--- config.mk ---
export PLATFORM = sky130hd
export DESIGN_NAME = hazard_ctrl
export DESIGN_NICKNAME = d
export VERILOG_FILES = /design/src/rtl/hazard_ctrl.sv
export SDC_FILE = /design/constraint.sdc
export NUM_CORES = 1
export LEC_CHECK = 0
export BUFFER_PORTS_ARGS = -buffer_cell sky130_fd_sc_hd__buf_2
export CORE_MARGIN = 5
export CORE_UTILIZATION = 45
export DETAILED_ROUTE_END_ITERATION = 12
export PLACE_DENSITY = 0.77
export SLEW_MARGIN = 20
export SYNTH_ARGS = -nofsm -noshare
export SYNTH_HDL_FRONTEND = slang
export SYNTH_SLANG_ARGS = --single-unit
--- constraint.sdc ---
create_clock -name i_clk -period 2.5 [get_ports i_clk]
set_clock_uncertainty 0.2 [all_clocks]
set_input_delay 0 -clock i_clk [delete_from_list [all_inputs] [get_ports i_clk]]
set_output_delay 0 -clock i_clk [all_outputs]
set_load 0.01 [all_outputs]
--- src/rtl/hazard_ctrl.sv ---
// hazard_ctrl: pipeline sequencer for the 5-stage core.
//  Detects load-use, branch-compare and multi-cycle mul/div hazards. Drives stall/flush
//  for IF, ID and the ID->EX register, and operand-forwarding selects for EX and ID.
//  Owns the mul/div busy FSM and a saturating stall-cycle counter.
// Ports:
//  i_clk, i_rst_n                   clock (rising edge), async active-low reset
//  i_rs_d/i_rt_d, i_rs_e/i_rt_e     source registers in ID / EX
//  i_write_reg_e/m/w                destination register in EX / MEM / WB
//  i_reg_write_e/m/w                destination write enable per stage
//  i_mem_to_reg_e/m                 load in EX / MEM
//  i_branch_d, i_branch_taken_d     branch in ID, and its resolved direction
//  i_md_start_e, i_md_use_d         mul/div issuing in EX, ID instr needs HI/LO
//  o_stall_f, o_stall_d             hold PC / hold IF->ID register
//  o_flush_d, o_flush_e             clear IF->ID / bubble into ID->EX
//  o_forward_ae/be                  EX operand select: 00 regfile, 01 WB, 10 MEM
//  o_forward_ad/bd                  ID compare operand from MEM result
//  o_md_busy                        mul/div unit occupied
//  o_stall_count                    saturating count of cycles with StallD=1
module hazard_ctrl #(
  parameter int unsigned MD_LATENCY = 4,
  parameter int unsigned CNT_W      = 16
) (
  input  logic             i_clk,
  input  logic             i_rst_n,
  input  logic [4:0]       i_rs_d,
  input  logic [4:0]       i_rt_d,
  input  logic [4:0]       i_rs_e,
  input  logic [4:0]       i_rt_e,
  input  logic [4:0]       i_write_reg_e,
  input  logic [4:0]       i_write_reg_m,
  input  logic [4:0]       i_write_reg_w,
  input  logic             i_reg_write_e,
  input  logic             i_reg_write_m,
  input  logic             i_reg_write_w,
  input  logic             i_mem_to_reg_e,
  input  logic             i_mem_to_reg_m,
  input  logic             i_branch_d,
  input  logic             i_branch_taken_d,
  input  logic             i_md_start_e,
  input  logic             i_md_use_d,
  output logic             o_stall_f,
  output logic             o_stall_d,
  output logic             o_flush_d,
  output logic             o_flush_e,
  output logic [1:0]       o_forward_ae,
  output logic [1:0]       o_forward_be,
  output logic             o_forward_ad,
  output logic             o_forward_bd,
  output logic             o_md_busy,
  output logic [CNT_W-1:0] o_stall_count
);

  localparam int unsigned CW = $clog2(MD_LATENCY);
  localparam logic [CW-1:0] CntLoad = CW'(MD_LATENCY - 1);
  localparam logic [CW-1:0] CntLast = CW'(1);

  typedef enum logic {StIdle, StBusy} md_state_e;

  md_state_e        r_state;
  logic [CW-1:0]    r_cnt;
  logic             r_md_busy;
  logic [CNT_W-1:0] r_stall_count;

  logic       w_lwstall;
  logic       w_brstall;
  logic       w_mdstall;
  logic       w_stall;
  logic [1:0] w_fwd_ae;
  logic [1:0] w_fwd_be;
  logic       w_fwd_ad;
  logic       w_fwd_bd;

  // Register 0 is hardwired, so it never creates a dependency.
  function automatic logic valid_match(input logic [4:0] dst, input logic [4:0] src);
    return (dst != 5'd0) && (dst == src);
  endfunction

  function automatic logic [1:0] ex_forward(input logic [4:0] src);
    if (i_reg_write_m && valid_match(i_write_reg_m, src)) begin
      return 2'b10;
    end else if (i_reg_write_w && valid_match(i_write_reg_w, src)) begin
      return 2'b01;
    end
    return 2'b00;
  endfunction

  always_comb begin
    w_fwd_ae = ex_forward(i_rs_e);
    w_fwd_be = ex_forward(i_rt_e);
    w_fwd_ad = i_reg_write_m && valid_match(i_write_reg_m, i_rs_d);
    w_fwd_bd = i_reg_write_m && valid_match(i_write_reg_m, i_rt_d);

    w_lwstall = i_mem_to_reg_e &&
                (valid_match(i_write_reg_e, i_rs_d) || valid_match(i_write_reg_e, i_rt_d));
    // The branch compares in ID, so it must wait for a result still in EX or a load in MEM.
    w_brstall = i_branch_d &&
                ((i_reg_write_e &&
                  (valid_match(i_write_reg_e, i_rs_d) || valid_match(i_write_reg_e, i_rt_d))) ||
                 (i_mem_to_reg_m &&
                  (valid_match(i_write_reg_m, i_rs_d) || valid_match(i_write_reg_m, i_rt_d))));
    w_mdstall = i_md_use_d && (r_md_busy || i_md_start_e);
    w_stall   = i_rst_n && (w_lwstall || w_brstall || w_mdstall);
  end

  // Flush is held during reset so the unreset ID->EX register loads a bubble.
  always_comb begin
    o_stall_f    = w_stall;
    o_stall_d    = w_stall;
    o_flush_e    = !i_rst_n || w_stall;
    o_flush_d    = !i_rst_n || (i_branch_taken_d && !w_stall);
    o_forward_ae = i_rst_n ? w_fwd_ae : 2'b00;
    o_forward_be = i_rst_n ? w_fwd_be : 2'b00;
    o_forward_ad = i_rst_n && w_fwd_ad;
    o_forward_bd = i_rst_n && w_fwd_bd;
    o_md_busy    = r_md_busy;
  end

  // Busy is asserted for MD_LATENCY-1 cycles after the issue cycle. A start while busy
  // is ignored and does not reload the countdown.
  always_ff @(posedge i_clk or negedge i_rst_n) begin
    if (!i_rst_n) begin
      r_state   <= StIdle;
      r_cnt     <= '0;
      r_md_busy <= 1'b0;
    end else begin
      unique case (r_state)
        StIdle: begin
          if (i_md_start_e) begin
            r_state   <= StBusy;
            r_cnt     <= CntLoad;
            r_md_busy <= 1'b1;
          end
        end
        StBusy: begin
          if (r_cnt == CntLast) begin
            r_state   <= StIdle;
            r_cnt     <= '0;
            r_md_busy <= 1'b0;
          end else begin
            r_cnt <= r_cnt - CW'(1);
          end
        end
        default: begin
          r_state   <= StIdle;
          r_cnt     <= '0;
          r_md_busy <= 1'b0;
        end
      endcase
    end
  end

  always_ff @(posedge i_clk or negedge i_rst_n) begin
    if (!i_rst_n) begin
      r_stall_count <= '0;
    end else if (w_stall && (r_stall_count != {CNT_W{1'b1}})) begin
      r_stall_count <= r_stall_count + CNT_W'(1);
    end
  end

  assign o_stall_count = r_stall_count;

endmodule

==> summary.md <==
| Metric | Value |
|---|---|
| Number of port buffers | `72` |
| Die width | `69.4 um` |
| Fin util | `60.6%` |
| Latest clock arrival within the worst-skew pair | `290 ps` |
| All-Layer GR Usage | `16.5%` |
| Simple-Gate Fraction of Synth Area | `25.3%` |
| WL final | `3.76 mm` |
| Post-DP HPWL | `3.19 mm` |
| Commonest cells after routing, fill and taps aside | `buf_2 (72), xor2_1 (44), dfrtp_1 (20)` |
| Post-route cell area | `2040 sq um` |
| Setup TNS | `0 ps` |
| Post-synth top area share | `31.6%` |
| Post-CTS Setup Bufs | `0` |
| Ys Warns | `0` |
| Drt pass-1 iters | `4` |
| Hold Path Class | `in2out` |
| Fraction of layout cells with a size suffix above 1 | `35.1%` |
| CP required | `2490 ps` |
| Worst hold slack | `86.6 ps` |
| Status | `complete, no violations` |
| Synthesis-to-finish area growth | `28.5%` |
| TritonCTS Sinks | `20` |
| Vias in the first global route | `1565` |
| P per Cell Area | `561 nW/um^2` |
| WP data arrival | `2220 ps` |
| Xor/xnor share of the synthesized area | `30.4%` |
| Seq/Total Area, Yosys | `31.6%` |
| Max-slew violation total from the final report | `0` |
| Cell taking the most area after synthesis | `dfrtp_1` |
| Final hold vios | `0` |
| Largest family of logic cells by synthesized area | `XOR/XNOR gates` |
| Peak VDD IR | `0.000199 V` |
| ANT nets after route | `0` |
| Syn_nets | `223` |
| Mapped Cells | `175` |
| CP Class | `reg2reg` |
| Max-cap viol count | `0` |
| GRT overflow | `0` |
| Worst Tran Pin Value | `469 ps` |
| First-pass GRT wire length | `6.78 mm` |
| Fmax | `449 MHz` |
| Post-Syn Area per Cell | `9.06 sq um` |
| DR DRC count | `0` |
| Most common cell after layout, fill and taps aside | `buf_2` |
| Post-DR wirelength/cell | `12.8 um` |
| Die Area | `4810 sq um` |
| Vias post-DR | `1489` |
| RSZ-0062 raised after global routing | `no` |
| Die Ht | `69.4 um` |
| Synth Register Bits | `20` |
| Number of H-tree levels | `1` |
| Fill cell count | `328` |
| Main area contributors after synthesis | `dfrtp_1 (32%), xor2_1 (24%), xnor2_1 (6.1%)` |
| Worst-path clk slew | `110 ps` |
| Internal reg-to-reg setup slack | `270 ps` |
| Largest net degree at the start of global routing | `18` |
| IO Count | `73` |
| Mux share of post-synthesis cell area | `0.710%` |
| Leak | `0.00101 uW` |
| Drt first-iter violations | `125` |
| # setup viols final | `0` |
| Final Cycle Share | `89.1%` |
| Clock buffer depth | `2` |
| Placed cell area | `1970 sq um` |
| Rel. slew slack | `68.7%` |
| Post-synthesis adder-cell area fraction | `1.58%` |
| Global placer's final weighted congestion | `0.833` |
| Element type at the critical path start | `flip-flop` |
| Core area | `3360 sq um` |
| Diodes inserted | `0` |
| Cts bufs inserted | `3` |
| Crit Path Max Fanout | `10` |
| Root buffer cell | `clkbuf_4` |
| Critical Path End Type | `flip-flop` |
| Compound-gate portion of the synthesized area | `6.71%` |
| CTS tree | `done` |
| Initial Util | `47.1%` |
| Tmin final | `2230 ps` |
| Via-to-Cell Ratio | `5.06` |
| Initial antenna violation count | `0` |
| Final #Nets | `297` |
| Row count | `21` |
| Post-synthesis cell area | `1590 sq um` |
| Yosys cell types | `32` |
layer usage:
layer / wire (um) / track usage, % / vias up / share of wire, %
met4: 17 / 3.69 / 0 / 0.45
met1: 1480 / 19.4 / 671 / 39
met2: 1840 / 28.9 / 71 / 49
met3: 420 / 5.51 / 4 / 11
met5: 0 / 0 / - / 0
li1: - / - / 743 / -
through the flow:
step	cells	setup WS [ps]	total power (uW)
final	294	271	1140
after global routing	294	73.9	1240
after CTS	294	267	1160
after detailed placement	287	292	967
after global placement	287	367	946
after floorplan	175	412	775
worst paths after layout:
check,startpoint,to,depth (start not counted)
worst min register to register,r_cnt[0]$_DFFE_PN0P_,r_cnt[0]$_DFFE_PN0P_,1
worst max register to register,o_stall_count[0]$_DFFE_PN0P_,o_stall_count[1]$_DFFE_PN0P_,7
min in group asynchronous,i_rst_n,o_stall_count[6]$_DFFE_PN0P_,3
max in group asynchronous,i_rst_n,o_stall_count[13]$_DFFE_PN0P_,3
worst max-delay path,o_stall_count[0]$_DFFE_PN0P_,o_stall_count[1]$_DFFE_PN0P_,7
worst min-delay path,i_branch_taken_d,o_flush_d,4
state kept, by name, indices dropped and copies added (netlist names):
signal,flops
o_stall_count,16
r_cnt,2
o_md_busy,1
r_state,1
cells by family after synthesis:
| family | after synthesis |
|---|---|
| multiplexers | 1 |
| flip-flops | 20 |
| adder cells (fa/ha/maj) | 2 |
| AND/OR/NAND/NOR | 73 |
| buffers and inverters | 12 |
| XOR/XNOR | 55 |
| AO/OA/AOI/OAI | 12 |
layout make-up:
type                    count  area [sq um]  area share [%]
clock buffers               4          36.3            1.78
inverters                   5          18.8           0.921
multi-input cells         143          1030            50.4
flip-flops and latches     20           500            24.6
well taps                  46          57.6            2.83
repair buffers             76           398            19.5
cells in the mapped netlist:
cell and count:
nor2b_1 1, o21ai_2 1, nand3_1 11, a22oi_2 1, inv_1 5, xor2_1 44, o31ai_4 1, o211ai_1 1
nor4_1 6, ha_1 2, o22ai_1 1, nand4_1 4, and4_1 3, xnor2_1 11, nand2_1 12, clkbuf_1 3
or4_1 4, a21oi_2 1, nor3_2 3, nor3_4 1, mux2_1 1, o21ai_0 2, buf_4 1, dfrtp_1 20
nor4b_2 1, o21ai_4 1, buf_6 1, nor3_1 7, nor2_1 18, buf_2 2, a21oi_1 3, and2_1 2
report_power, final:
group / internal [uW] / switching (uW)
logic: 207 / 234
clock network: 88.7 / 95.7
registers: 415 / 103
total: 710 / 433
critical path, stage by stage (launching register included):
cell	delay (ps)
dfrtp_1	410
ha_1	200
and4_1	240
nand4_1	230
nor2_1	210
nor2b_1	70
o21ai_2	190
mux2_1	360
what timing repair did:
action / in CTS / in global routing
hold endpoints to repair: 24 / 0
hold buffers: 3 / 0
gates resized for setup: 0 / 0
setup endpoints to repair: 0 / 0
No activity file was read; power rests on OpenSTA's default activity.
